File: src/rtl/uart_rx_fifo.sv
// uart_rx_fifo: byte FIFO behind a UART receiver.
// First-word-fall-through read side, sticky overflow flag, level interrupt.
module uart_rx_fifo #(
    parameter int DEPTH_LOG2 = 4,
    parameter int IRQ_THRESH = 1
) (
    input  logic                  clk,
    input  logic                  reset,
    input  logic                  rx_end,
    input  logic [7:0]            rx_data,
    input  logic                  rd_en,
    input  logic                  flush,
    input  logic                  ovf_clr,
    output logic [7:0]            rd_data,
    output logic                  empty,
    output logic                  full,
    output logic [DEPTH_LOG2:0]   count,
    output logic                  ovf,
    output logic                  rx_irq
);

    localparam int DEPTH = 1 << DEPTH_LOG2;
    localparam logic [DEPTH_LOG2:0] FULL_CNT = (DEPTH_LOG2 + 1)'(DEPTH);
    localparam logic [DEPTH_LOG2:0] THRESH = (DEPTH_LOG2 + 1)'(IRQ_THRESH);
    localparam logic [DEPTH_LOG2:0] CNT_ONE = (DEPTH_LOG2 + 1)'(1);
    localparam logic [DEPTH_LOG2-1:0] PTR_ONE = DEPTH_LOG2'(1);

    logic [7:0]            mem [DEPTH];
    logic [DEPTH_LOG2-1:0] wr_ptr;
    logic [DEPTH_LOG2-1:0] rd_ptr;
    logic                  pop;
    logic                  wr;
    logic                  drop;

    // A pop frees a slot in the same cycle, so a full FIFO can still accept.
    always_comb begin
        pop  = rd_en & ~empty;
        wr   = rx_end & (~full | pop);
        drop = rx_end & full & ~pop;
    end

    assign empty   = (count == '0);
    assign full    = (count == FULL_CNT);
    assign rx_irq  = (count >= THRESH);
    assign rd_data = mem[rd_ptr];

    // Pointers and occupancy; flush discards contents but not the ovf history.
    always_ff @(posedge clk) begin
        if (!reset) begin
            wr_ptr <= '0;
            rd_ptr <= '0;
            count  <= '0;
        end else if (flush) begin
            wr_ptr <= '0;
            rd_ptr <= '0;
            count  <= '0;
        end else begin
            if (wr) begin
                wr_ptr <= wr_ptr + PTR_ONE;
            end
            if (pop) begin
                rd_ptr <= rd_ptr + PTR_ONE;
            end
            if (wr && !pop) begin
                count <= count + CNT_ONE;
            end else if (pop && !wr) begin
                count <= count - CNT_ONE;
            end
        end
    end

    // Sticky overflow: a new drop outranks a clear in the same cycle.
    always_ff @(posedge clk) begin
        if (!reset) begin
            ovf <= 1'b0;
        end else if (drop) begin
            ovf <= 1'b1;
        end else if (ovf_clr) begin
            ovf <= 1'b0;
        end
    end

    // Storage array is deliberately left unreset.
    always_ff @(posedge clk) begin
        if (reset && !flush && wr) begin
            mem[wr_ptr] <= rx_data;
        end
    end

endmodule

File: config.mk
export PLATFORM = sky130hd
export DESIGN_NAME = uart_rx_fifo
export DESIGN_NICKNAME = d
export VERILOG_FILES = /design/src/rtl/uart_rx_fifo.sv
export SDC_FILE = /design/constraint.sdc
export NUM_CORES = 1
export LEC_CHECK = 0
export ABC_AREA = 0
export CAP_MARGIN = 20
export CORE_MARGIN = 3
export CORE_UTILIZATION = 30
export DETAILED_ROUTE_END_ITERATION = 12
export GPL_TIMING_DRIVEN = 0
export SLEW_MARGIN = 20
export SYNTH_ARGS = -nofsm -noshare
export SYNTH_HDL_FRONTEND = slang
export SYNTH_SLANG_ARGS = --single-unit
export TNS_END_PERCENT = 5
File: constraint.sdc
create_clock -name clk -period 3.1 [get_ports clk]
set_input_delay 0.31 -clock clk [delete_from_list [all_inputs] [get_ports clk]]
set_output_delay 0.31 -clock clk [all_outputs]
set_load 0.1 [all_outputs]
==> results of run 1 <==
-- layer usage --
metal | share of wire (%) | global-route usage [%] | up-vias
met3 | 7.1 | 4.14 | 15
met5 | 0 | 0 | -
li1 | - | - | 1360
met2 | 49 | 17.9 | 111
met4 | 1.3 | 3.56 | 0
met1 | 43 | 15.1 | 1531
-- layout make-up --
cell class	count	area, um2	area share (%)
clock inverters	10	184	2.60
plain buffers	12	95.1	1.34
flip-flops and latches	146	4200	59.4
well taps	260	325	4.60
multi-input cells	149	1520	21.4
repair buffers	30	288	4.07
clock buffers	21	440	6.23
inverters	6	22.5	0.318
-- synthesized netlist by cell type, types with 3 or more instances --
| cell type | n |
|---|---|
| xnor2_1 | 3 |
| clkdlybuf4s25_2 | 3 |
| nand2_1 | 15 |
| nor2b_1 | 3 |
| a22oi_1 | 16 |
| mux4_1 | 14 |
| mux4_2 | 18 |
| dfxtp_1 | 18 |
| nor2_1 | 29 |
| ha_1 | 10 |
| a21oi_1 | 6 |
| nand3_1 | 6 |
| xor2_1 | 6 |
| buf_2 | 3 |
| inv_1 | 6 |
| buf_6 | 3 |
| edfxtp_1 | 128 |
-- power by group --
part           switching, mW  internal, mW  total, mW
clock                  0.749          1.42       2.17
sequential            0.0184          2.15       2.17
combinational          0.374         0.165      0.540
total                   1.14          3.74       4.88
-- logic make-up after synthesis --
logic type	Yosys count	share of synthesized area, %
buf+inv	18	1.99
compound gates	28	3.32
mux	33	13.4
flops	146	72.0
xor+xnor	9	1.35
simple gates	69	5.72
fa+ha+maj	10	2.14
-- timing repair --
action,CTS,global route
pin swaps,0,0
cloned,0,0
endpoints found under the setup margin,9,8
resized for setup,11,3
-- state kept, by name, summed over array words and instances (netlist names), named ones only --
name / flops
mem: 128
count: 5
rd_ptr: 4
wr_ptr: 4
ovf: 1
-- worst max-delay path, cell delays in order (launching register included) --
cell	delay [ps]
dfxtp_1	330
buf_6	130
buf_6	180
mux4_1	600
a22oi_1	360
nand2_1	100
dlygate4sd2_1	610
-- per-stage QoR --
step	setup WS, ps	utilization, %	area (um2)	hold slack [ps]
after floorplan	136	-	5840	409
after global placement	27.5	34.2	6460	491
after detailed placement	-52.9	34.2	6460	530
after CTS	-142	37.5	7080	493
after global routing	-2.06	37.4	7070	504
final	63.8	37.4	7070	496
-- how the worst min path moves through the flow --
stage	startpoint	endpoint	slack, ps	depth (start not counted)
4_1_cts	reset	ovf	490	2
3_3_place_gp	rd_ptr[1]	rd_ptr[1]	490	2
3_5_place_dp	rd_ptr[3]	register	530	2
5_1_grt	reset	ovf	500	2
2_1_floorplan	rx_data[0]	mem[0][0]	410	0
6_report	reset	ovf	500	2
==> impl_table.tex, run 1 <==
\begin{tabular}{lr}
\hline
Metric & Value \\
\hline
\multicolumn{2}{l}{\textbf{Placed design}} \\
\quad DP Cell Count & 603 \\
\quad Routability-driven placement congestion ratio & 0.785 \\
\quad Placed wire-length estimate & 7.55 mm \\
\quad Count of buffers from port buffering & 30 \\
\multicolumn{2}{l}{\textbf{Power and ir drop}} \\
\quad VDD IR-drop max & 0.578 mV \\
\quad PD cells & 690 nW/um2 \\
\quad Total power after layout & 4.88 mW \\
\quad P\_leak & 2.29 nW \\
\multicolumn{2}{l}{\textbf{Timing}} \\
\quad Tcrit/Tclk final & 97.9\% \\
\quad Final-layout setup total negative slack & 0 ps \\
\quad Worst slew margin relative to its limit & 34.9\% \\
\quad Final min period & 3040 ps \\
\quad Setup clock skew after layout & 8.05 ps \\
\quad Number of hold-slack violations in the final timing report & 0 \\
\quad Final number of max-transition violations & 0 \\
\quad Worst slew pin tran & 973 ps \\
\quad Peak clock frequency supported by timing & 329 MHz \\
\quad Final count of negative-setup-slack endpoints & 0 \\
\quad RSZ-0062 raised after global routing & true \\
\multicolumn{2}{l}{\textbf{Worst setup path}} \\
\quad Critical Path Start Type & register \\
\quad Launch instance of the worst register-to-register path & count[0] \\
\quad Worst reg-to-reg path cell count & 10 \\
\quad Crit path to & rd\_data[2] \\
\quad Arrival time of the worst setup path & 2730 ps \\
\quad Element type at the critical path end & output pin \\
\quad Crit path required time & 2790 ps \\
\quad Endpoint of the worst-slack reg-to-reg timing path & count[4] \\
\quad Classification of the worst setup path & reg -> out \\
\quad Maximum net fanout on the critical path & 10 \\
\quad Flop2flop setup slack & 530 ps \\
\multicolumn{2}{l}{\textbf{Clocking}} \\
\quad Clock latency on the worst-skew pair & 410 ps \\
\quad Total CTS buffers & 17 \\
\quad Root Buffer & clkbuf\_16 \\
\quad Number of hold-repair buffers added at the cts stage & 0 \\
\quad Clock input transition at the sequential cells of the worst setup and hold paths & 60 ps \\
\quad Clock H-tree levels & 4 \\
\quad Number of buffers on the longest clock path & 2 \\
\quad Total setup buffers inserted after CTS & 0 \\
\quad Clock tree from TritonCTS & yes \\
\quad Number of sinks handled by clock tree synthesis & 146 \\
\multicolumn{2}{l}{\textbf{Run}} \\
\quad Max-cap violation count & 0 \\
\multicolumn{2}{l}{\textbf{Cells and area}} \\
\quad Number of fill cells & 1783 \\
\quad Final \#Nets & 386 \\
\quad Most common cell after layout, fill and taps aside & edfxtp\_1 \\
\quad Commonest cells after routing, fill and taps aside & edfxtp\_1, nor2\_1, clkdlybuf4s50\_1, mux4\_2, dfxtp\_1 \\
\quad Ratio of cells with drive above 1 in the final layout & 16.0\% \\
\quad Final Instance Count excl. Fillers & 634 \\
\quad Number of antenna cells inserted & 0 \\
\quad Synthesis-to-layout area growth & 21.2\% \\
\multicolumn{2}{l}{\textbf{Drt}} \\
\quad Via density & 4.76 \\
\quad Post-route DRC & 0 \\
\quad DR vias & 3017 \\
\quad Routed wire length per instance & 18.5 um \\
\quad Wire length after detailed routing & 11.7 mm \\
\quad Detailed Routing Iterations Pass 1 & 5 \\
\quad Initial DRC Count & 308 \\
\quad Number of nets with antenna violations after routing & 0 \\
\multicolumn{2}{l}{\textbf{Synthesis}} \\
\quad Share of async-settable or async-resettable flops after synthesis & 0\% \\
\quad Net count of the mapped netlist & 337 \\
\quad Cells after Synth & 313 \\
\quad Number of enable-type register cells in the synthesized netlist & 128 \\
\quad Top cells by area, synth & edfxtp\_1, mux4\_2, mux4\_1 \\
\quad Register bit count reported by yosys & 146 \\
\quad Post-synth design cell area & 5840 um2 \\
\quad Count of cell types in the netlist & 39 \\
\quad Avg Cell Area, Syn & 18.6 um2 \\
\quad Share of the synthesized area in the top cell type & 65.9\% \\
\quad Proportion of synthesized chip area in sequential cells & 72.0\% \\
\quad Area leader, netlist & edfxtp\_1 \\
\quad Dominant synthesized flop cell & edfxtp\_1 \\
\quad Count of yosys warnings during synthesis & 0 \\
\multicolumn{2}{l}{\textbf{GRT}} \\
\quad First-pass GRT wire length & 18.1 mm \\
\quad Vias in the first global route & 3083 \\
\quad Global-route congestion overflow total & 0 \\
\quad Number of antenna violations at the first check in global routing & 0 \\
\quad Maximum number of pins on one net before global-route repair & 17 \\
\quad Total routing resource utilization after global routing & 11.5\% \\
\multicolumn{2}{l}{\textbf{Die}} \\
\quad Chip width & 145 um \\
\quad Ports placed on the boundary & 31 \\
\quad Die height & 145 um \\
\quad Row count & 50 \\
\quad DIE AREA & 21200 um2 \\
\quad Initial cell density of the core & 30.9\% \\
\quad Floorplan core area & 18900 um2 \\
\multicolumn{2}{l}{\textbf{Run status}} \\
\quad Outcome & finished, final reports clean \\
\multicolumn{2}{l}{\textbf{Worst hold path}} \\
\quad Min-delay worst type & in -> reg \\
\hline
\end{tabular}
(Power assumes the default switching activity.)
==> inputs of run 2 (changes only) <==
--- a/config.mk
+++ b/config.mk
@@ -5,7 +5,8 @@
 export SDC_FILE = /design/constraint.sdc
 export NUM_CORES = 1
 export LEC_CHECK = 0
-export ABC_AREA = 0
+export ABC_AREA = 1
+export ABC_CLOCK_PERIOD_IN_PS = 3100
 export CAP_MARGIN = 20
 export CORE_MARGIN = 3
 export CORE_UTILIZATION = 30
==> constraint.sdc (replaced) <==
create_clock -name clk -period 3.1 [get_ports clk]
set_input_delay 0.31 -clock clk [delete_from_list [all_inputs] [get_ports clk]]
set_output_delay 0.31 -clock clk [all_outputs]
set_load 0.005 [all_outputs]
==> run 2 against run 1 <==
Register-to-register slack improved by 210 ps. Via count rose by 53%. Largest cell class unchanged. Clock power fell by 7%. Core utilization fell by 0.71 points. Combinational power fell by 16%.
==> impl_table.tex, run 2 <==
\begin{tabular}{lr}
\hline
Metric & Value \\
\hline
\multicolumn{2}{l}{\textbf{Run status}} \\
\quad Outcome & finished, final reports clean \\
\multicolumn{2}{l}{\textbf{Drt}} \\
\quad Wire length after detailed routing & 16.0 mm \\
\quad Detailed Routing Iterations Pass 1 & 5 \\
\quad Number of nets with antenna violations after routing & 0 \\
\quad Post-route DRC & 0 \\
\quad Via density & 4.58 \\
\quad Initial DRC Count & 353 \\
\quad DR vias & 4601 \\
\quad Routed wire length per instance & 16.0 um \\
\multicolumn{2}{l}{\textbf{Placed design}} \\
\quad Placed wire-length estimate & 10.7 mm \\
\quad Routability-driven placement congestion ratio & 0.997 \\
\quad Area after DPL & 7240 um2 \\
\quad Count of buffers from port buffering & 30 \\
\multicolumn{2}{l}{\textbf{Cells and area}} \\
\quad Sequential standard cell area & 4200 um2 \\
\quad Registers with the most flip-flops & mem x128, count x5 \\
\quad Synthesis-to-layout area growth & 18.5\% \\
\quad Commonest cells after routing, fill and taps aside & nand2\_1, edfxtp\_1, inv\_1, nand3\_1, nor2\_1 \\
\quad Final instance area & 7820 um2 \\
\quad Final \#Nets & 740 \\
\quad Number of antenna cells inserted & 0 \\
\quad Flip-flop count of the largest register after layout & 128 \\
\quad Number of fill cells & 2095 \\
\quad Util after Layout & 36.7\% \\
\quad Multi-input combinational cell area & 1760 um2 \\
\quad Most common cell after layout, fill and taps aside & nand2\_1 \\
\quad Ratio of cells with drive above 1 in the final layout & 8.92\% \\
\quad Reg with most FFs & mem \\
\multicolumn{2}{l}{\textbf{Worst setup path}} \\
\quad Sequence of cells on the critical path & buf\_2 -> clkbuf\_1 -> nand2\_1 -> nand3\_1 -> nand3\_1 -> nand2\_1 -> clkdlybuf4s50\_1 \\
\quad Buffers plus inverters on the worst setup path & 3 \\
\quad Classification of the worst setup path & reg -> out \\
\quad Delay contributed by the slowest stage of the critical path & 500 ps \\
\quad Arrival time of the worst setup path & 2360 ps \\
\quad Critical Path Start Type & register \\
\quad Maximum net fanout on the critical path & 10 \\
\quad Crit path required time & 2790 ps \\
\quad Element type at the critical path end & output pin \\
\quad Gate family responsible for the most delay along the worst path & buffers and inverters \\
\quad Max stage delay cell, worst path & clkdlybuf4s50\_1 \\
\multicolumn{2}{l}{\textbf{Synthesis}} \\
\quad Post-synth design cell area & 6600 um2 \\
\quad Count of yosys warnings during synthesis & 0 \\
\quad Count leader, synth & nand2\_1 \\
\quad Cells after Synth & 667 \\
\quad Number of enable-type register cells in the synthesized netlist & 128 \\
\quad Top cells by area, synth & edfxtp\_1, nand2\_1, nand3\_1 \\
\quad Net count of the mapped netlist & 691 \\
\quad Count of cell types in the netlist & 32 \\
\quad Area leader, netlist & edfxtp\_1 \\
\quad Avg Cell Area, Syn & 9.89 um2 \\
\quad Register bit count reported by yosys & 146 \\
\quad Proportion of synthesized chip area in sequential cells & 63.7\% \\
\quad Share of async-settable or async-resettable flops after synthesis & 0\% \\
\quad Top post-synthesis cells by count & nand2\_1, edfxtp\_1, inv\_1, nand3\_1, nor2\_1 \\
\quad Share of the synthesized area in the top cell type & 58.3\% \\
\quad Dominant synthesized flop cell & edfxtp\_1 \\
\multicolumn{2}{l}{\textbf{Clocking}} \\
\quad Clock input transition at the sequential cells of the worst setup and hold paths & 60 ps \\
\quad Clock tree from TritonCTS & yes \\
\quad Total setup buffers inserted after CTS & 0 \\
\quad Number of hold-repair buffers added at the cts stage & 0 \\
\quad Clock latency on the worst-skew pair & 430 ps \\
\quad Number of buffers on the longest clock path & 2 \\
\quad CTS-repair resized insts & 0 \\
\quad Total CTS buffers & 17 \\
\quad Root Buffer & clkbuf\_16 \\
\quad Number of sinks handled by clock tree synthesis & 146 \\
\quad Clock H-tree levels & 4 \\
\multicolumn{2}{l}{\textbf{Timing}} \\
\quad Tcrit/Tclk final & 86.3\% \\
\quad Final-layout setup total negative slack & 0 ps \\
\quad Final number of max-transition violations & 0 \\
\quad RSZ-0062 raised after global routing & false \\
\quad Number of hold-slack violations in the final timing report & 0 \\
\quad Worst slew pin tran & 860 ps \\
\quad Worst slew margin relative to its limit & 42.5\% \\
\quad Peak clock frequency supported by timing & 374 MHz \\
\quad Setup clock skew after layout & 13.7 ps \\
\quad Final min period & 2670 ps \\
\quad Final count of negative-setup-slack endpoints & 0 \\
\quad Worst hold margin & 435 ps \\
\multicolumn{2}{l}{\textbf{Run}} \\
\quad Max-cap violation count & 0 \\
\multicolumn{2}{l}{\textbf{Power and ir drop}} \\
\quad Total power after layout & 4.64 mW \\
\quad P\_leak & 3.23 nW \\
\quad VDD IR-drop max & 0.455 mV \\
\quad PD cells & 594 nW/um2 \\
\multicolumn{2}{l}{\textbf{GRT}} \\
\quad Global-route congestion overflow total & 0 \\
\quad Maximum number of pins on one net before global-route repair & 17 \\
\quad Vias in the first global route & 4431 \\
\quad Total routing resource utilization after global routing & 13.8\% \\
\quad Number of antenna violations at the first check in global routing & 0 \\
\quad First-pass GRT wire length & 24.8 mm \\
\multicolumn{2}{l}{\textbf{Die}} \\
\quad Chip width & 154 um \\
\quad Row count & 53 \\
\quad Initial cell density of the core & 31.0\% \\
\quad DIE AREA & 23800 um2 \\
\quad Ports placed on the boundary & 31 \\
\quad Floorplan core area & 21300 um2 \\
\quad Die height & 154 um \\
\multicolumn{2}{l}{\textbf{Worst hold path}} \\
\quad Min-delay worst type & in -> reg \\
\hline
\end{tabular}
-- run 2: cell count changes in the layout (fill, tap and decap cells not counted), moves of 5 or more --
cell             change
mux4_1              -14
dlygate4sd2_1        -7
buf_4                +8
nand3_1            +102
nand2_1            +172
clkdlybuf4s50_1      +9
a22oi_1             -16
nand2_2              +5
inv_1              +112
mux4_2              -18
buf_2               +10
-- run 2: cell families after synthesis --
kind of cell	share of synthesized area (%)
flops	63.7
compound gates	1.29
buf+inv	9.65
fa+ha+maj	1.90
simple gates	22.9
xor+xnor	0.531
-- run 2: cell type report --
type	instances	share of cell area, %
buffer	27	2.24
clock buffer	27	6.43
tap	275	4.40
sequential	146	53.8
clock inverter	5	0.960
inverter	121	5.90
multi-input combinational	373	22.5
timing repair buffer	30	3.84
-- run 2: metal layers --
layer | up-vias | share of wire [%] | track usage, % | wire length (um)
met5 | - | 0 | 0 | 0
met1 | 2156 | 45 | 18.4 | 7170
li1 | 2245 | - | - | -
met2 | 165 | 46 | 21.5 | 7290
met4 | 0 | 3.0 | 5.68 | 474
met3 | 35 | 6.8 | 3.69 | 1090
-- run 2: worst paths after layout --
kind,startpoint,endpoint,slack [ps],cells after the start
worst max-delay path,register,rd_data[7],430,7
worst min-delay path,reset,ovf,430,3
worst max register to register,count[0],mem[15][7],740,7
worst min register to register,ovf,ovf,470,2
-- run 2: power breakdown --
| part | switching [mW] | internal (mW) | leakage (nW) |
|---|---|---|---|
| Clock | 0.754 | 1.27 | 0.285 |
| Combinational | 0.275 | 0.176 | 1.65 |
| Sequential | 0.0178 | 2.15 | 1.30 |
| Total | 1.05 | 3.60 | 3.23 |
-- run 2: worst min-delay path: stages --
cell             delay, ps
clkdlybuf4s50_1        400
inv_1                   70
a21oi_1                 40
-- run 2: stage by stage --
stage	instances	worst slack [ps]
2_1_floorplan	667	1160
3_3_place_gp	972	616
3_5_place_dp	972	553
4_1_cts	1004	418
5_1_grt	1004	267
6_report	1004	425
==> inputs of run 3 (changes only) <==
--- a/config.mk
+++ b/config.mk
@@ -5,7 +5,6 @@
 export SDC_FILE = /design/constraint.sdc
 export NUM_CORES = 1
 export LEC_CHECK = 0
-export ABC_AREA = 1
 export ABC_CLOCK_PERIOD_IN_PS = 3100
 export CAP_MARGIN = 20
 export CORE_MARGIN = 3
==> run 3 against run 2 <==
Fmax is 7.7% lower. Clock power grew 7%. Worst setup slack got worse by 220 ps. Cell count down 37%. Power is 0.85% higher. Via count fell by 35%. Clock skew down 5.7 ps. Sequential power about the same. Final area down 9.4%. Combinational power down 25%. Core utilization up 0.78 points. Critical endpoint is now rd_data[2].
==> impl_table.tex, run 3 (synthesis results as in run 1) <==
\begin{tabular}{lr}
\hline
Metric & Value \\
\hline
\multicolumn{2}{l}{\textbf{Run status}} \\
\quad Outcome & finished, final reports clean \\
\multicolumn{2}{l}{\textbf{Cells and area}} \\
\quad Commonest cells after routing, fill and taps aside & edfxtp\_1, clkdlybuf4s50\_1, nor2\_1, mux4\_2, dfxtp\_1 \\
\quad Registers with the most flip-flops & mem x128, count x5 \\
\quad Number of antenna cells inserted & 0 \\
\quad Most common cell after layout, fill and taps aside & edfxtp\_1 \\
\quad Synthesis-to-layout area growth & 21.4\% \\
\quad Final \#Nets & 386 \\
\quad Ratio of cells with drive above 1 in the final layout & 15.5\% \\
\quad Final instance area & 7090 um2 \\
\quad Reg with most FFs & mem \\
\quad Flip-flop count of the largest register after layout & 128 \\
\quad Final Instance Count excl. Fillers & 634 \\
\quad Number of fill cells & 1779 \\
\multicolumn{2}{l}{\textbf{Clocking}} \\
\quad Number of buffers on the longest clock path & 2 \\
\quad Clock tree from TritonCTS & yes \\
\quad Clock input transition at the sequential cells of the worst setup and hold paths & 60 ps \\
\quad Total setup buffers inserted after CTS & 0 \\
\quad Clock latency on the worst-skew pair & 410 ps \\
\quad Number of sinks handled by clock tree synthesis & 146 \\
\quad Root Buffer & clkbuf\_16 \\
\quad Number of hold-repair buffers added at the cts stage & 0 \\
\quad Clock H-tree levels & 4 \\
\quad CTS-repair resized insts & 0 \\
\quad Total CTS buffers & 17 \\
\multicolumn{2}{l}{\textbf{Power and ir drop}} \\
\quad Total power after layout & 4.68 mW \\
\quad PD cells & 661 nW/um2 \\
\quad VDD IR-drop max & 0.356 mV \\
\quad P\_leak & 2.29 nW \\
\multicolumn{2}{l}{\textbf{Timing}} \\
\quad Peak clock frequency supported by timing & 345 MHz \\
\quad Final number of max-transition violations & 0 \\
\quad Tcrit/Tclk final & 93.5\% \\
\quad RSZ-0062 raised after global routing & false \\
\quad Worst hold margin & 497 ps \\
\quad Number of hold-slack violations in the final timing report & 0 \\
\quad Worst slew pin tran & 890 ps \\
\quad Final min period & 2900 ps \\
\quad Final-layout setup total negative slack & 0 ps \\
\quad Worst slew margin relative to its limit & 40.5\% \\
\quad Final count of negative-setup-slack endpoints & 0 \\
\quad Setup clock skew after layout & 7.99 ps \\
\multicolumn{2}{l}{\textbf{Drt}} \\
\quad Initial DRC Count & 310 \\
\quad Wire length after detailed routing & 11.7 mm \\
\quad Via density & 4.74 \\
\quad Routed wire length per instance & 18.5 um \\
\quad DR vias & 3003 \\
\quad Post-route DRC & 0 \\
\quad Detailed Routing Iterations Pass 1 & 5 \\
\quad Number of nets with antenna violations after routing & 0 \\
\multicolumn{2}{l}{\textbf{Placed design}} \\
\quad Area after DPL & 6460 um2 \\
\quad Placed wire-length estimate & 7.55 mm \\
\quad DP Cell Count & 603 \\
\quad Count of buffers from port buffering & 30 \\
\quad Routability-driven placement congestion ratio & 0.785 \\
\multicolumn{2}{l}{\textbf{Die}} \\
\quad Initial cell density of the core & 30.9\% \\
\quad Die height & 145 um \\
\quad Floorplan core area & 18900 um2 \\
\quad Ports placed on the boundary & 31 \\
\quad Row count & 50 \\
\quad Chip width & 145 um \\
\quad DIE AREA & 21200 um2 \\
\multicolumn{2}{l}{\textbf{GRT}} \\
\quad Total routing resource utilization after global routing & 11.5\% \\
\quad Vias in the first global route & 3083 \\
\quad Maximum number of pins on one net before global-route repair & 17 \\
\quad First-pass GRT wire length & 18.1 mm \\
\quad Global-route congestion overflow total & 0 \\
\quad Number of antenna violations at the first check in global routing & 0 \\
\multicolumn{2}{l}{\textbf{Worst setup path}} \\
\quad Element type at the critical path end & output pin \\
\quad Critical Path Start Type & register \\
\quad Arrival time of the worst setup path & 2590 ps \\
\quad Maximum net fanout on the critical path & 10 \\
\quad Crit path required time & 2790 ps \\
\quad Classification of the worst setup path & reg -> out \\
\multicolumn{2}{l}{\textbf{Run}} \\
\quad Max-cap violation count & 0 \\
\multicolumn{2}{l}{\textbf{Worst hold path}} \\
\quad Min-delay worst type & in -> reg \\
\hline
\end{tabular}
[run 3: cell count changes in the layout (fill, tap and decap cells not counted), sizes merged, moves of 16 or more]
cell / change
buf: -18
inv: -115
mux4: +32
nand3: -105
nand2: -177
a22oi: +16
[run 3: path summary, 6_finish.rpt]
path                                start          to  slack [ps]  cells after the start
worst max register to register   count[0]    count[4]         530                     10
worst min register to register  rd_ptr[1]   rd_ptr[1]         550                      2
worst max-delay path             register  rd_data[2]         200                      6
worst min-delay path                reset         ovf         500                      2
[run 3: layout make-up]
| type | count | area [um2] | area share (%) |
|---|---|---|---|
| Sequential cell | 146 | 4200 | 59.3 |
| Buffer | 12 | 95.1 | 1.34 |
| Timing Repair Buffer | 30 | 300 | 4.24 |
| Tap cell | 260 | 325 | 4.59 |
| Multi-Input combinational cell | 149 | 1520 | 21.4 |
| Clock inverter | 10 | 184 | 2.60 |
| Inverter | 6 | 22.5 | 0.318 |
| Clock buffer | 21 | 440 | 6.21 |
[run 3: worst max-delay path, cell delays in order, from the launching register on]
cell and delay, ps:
dfxtp_1 330, buf_6 130, buf_6 180, mux4_1 600
a22oi_1 360, nand2_1 110, clkdlybuf4s50_1 470
[run 3: power breakdown]
group / internal, mW / switching (mW)
combinational: 0.175 / 0.164
clock: 1.42 / 0.751
sequential: 2.15 / 0.0184
[run 3: metrics by stage]
stage	setup WS [ps]	utilization, %
2_1_floorplan	795	-
3_3_place_gp	551	34.2
3_5_place_dp	468	34.2
4_1_cts	29.2	37.5
5_1_grt	98.6	37.5
6_report	202	37.5
[run 3: per-layer routing]
| metal | global-route usage (%) | up-vias | routed length, um |
|---|---|---|---|
| met5 | 0 | - | 0 |
| met4 | 3.56 | 0 | 166 |
| met3 | 4.14 | 13 | 865 |
| met2 | 17.9 | 107 | 5670 |
| met1 | 15.1 | 1523 | 5020 |
| li1 | - | 1360 | - |
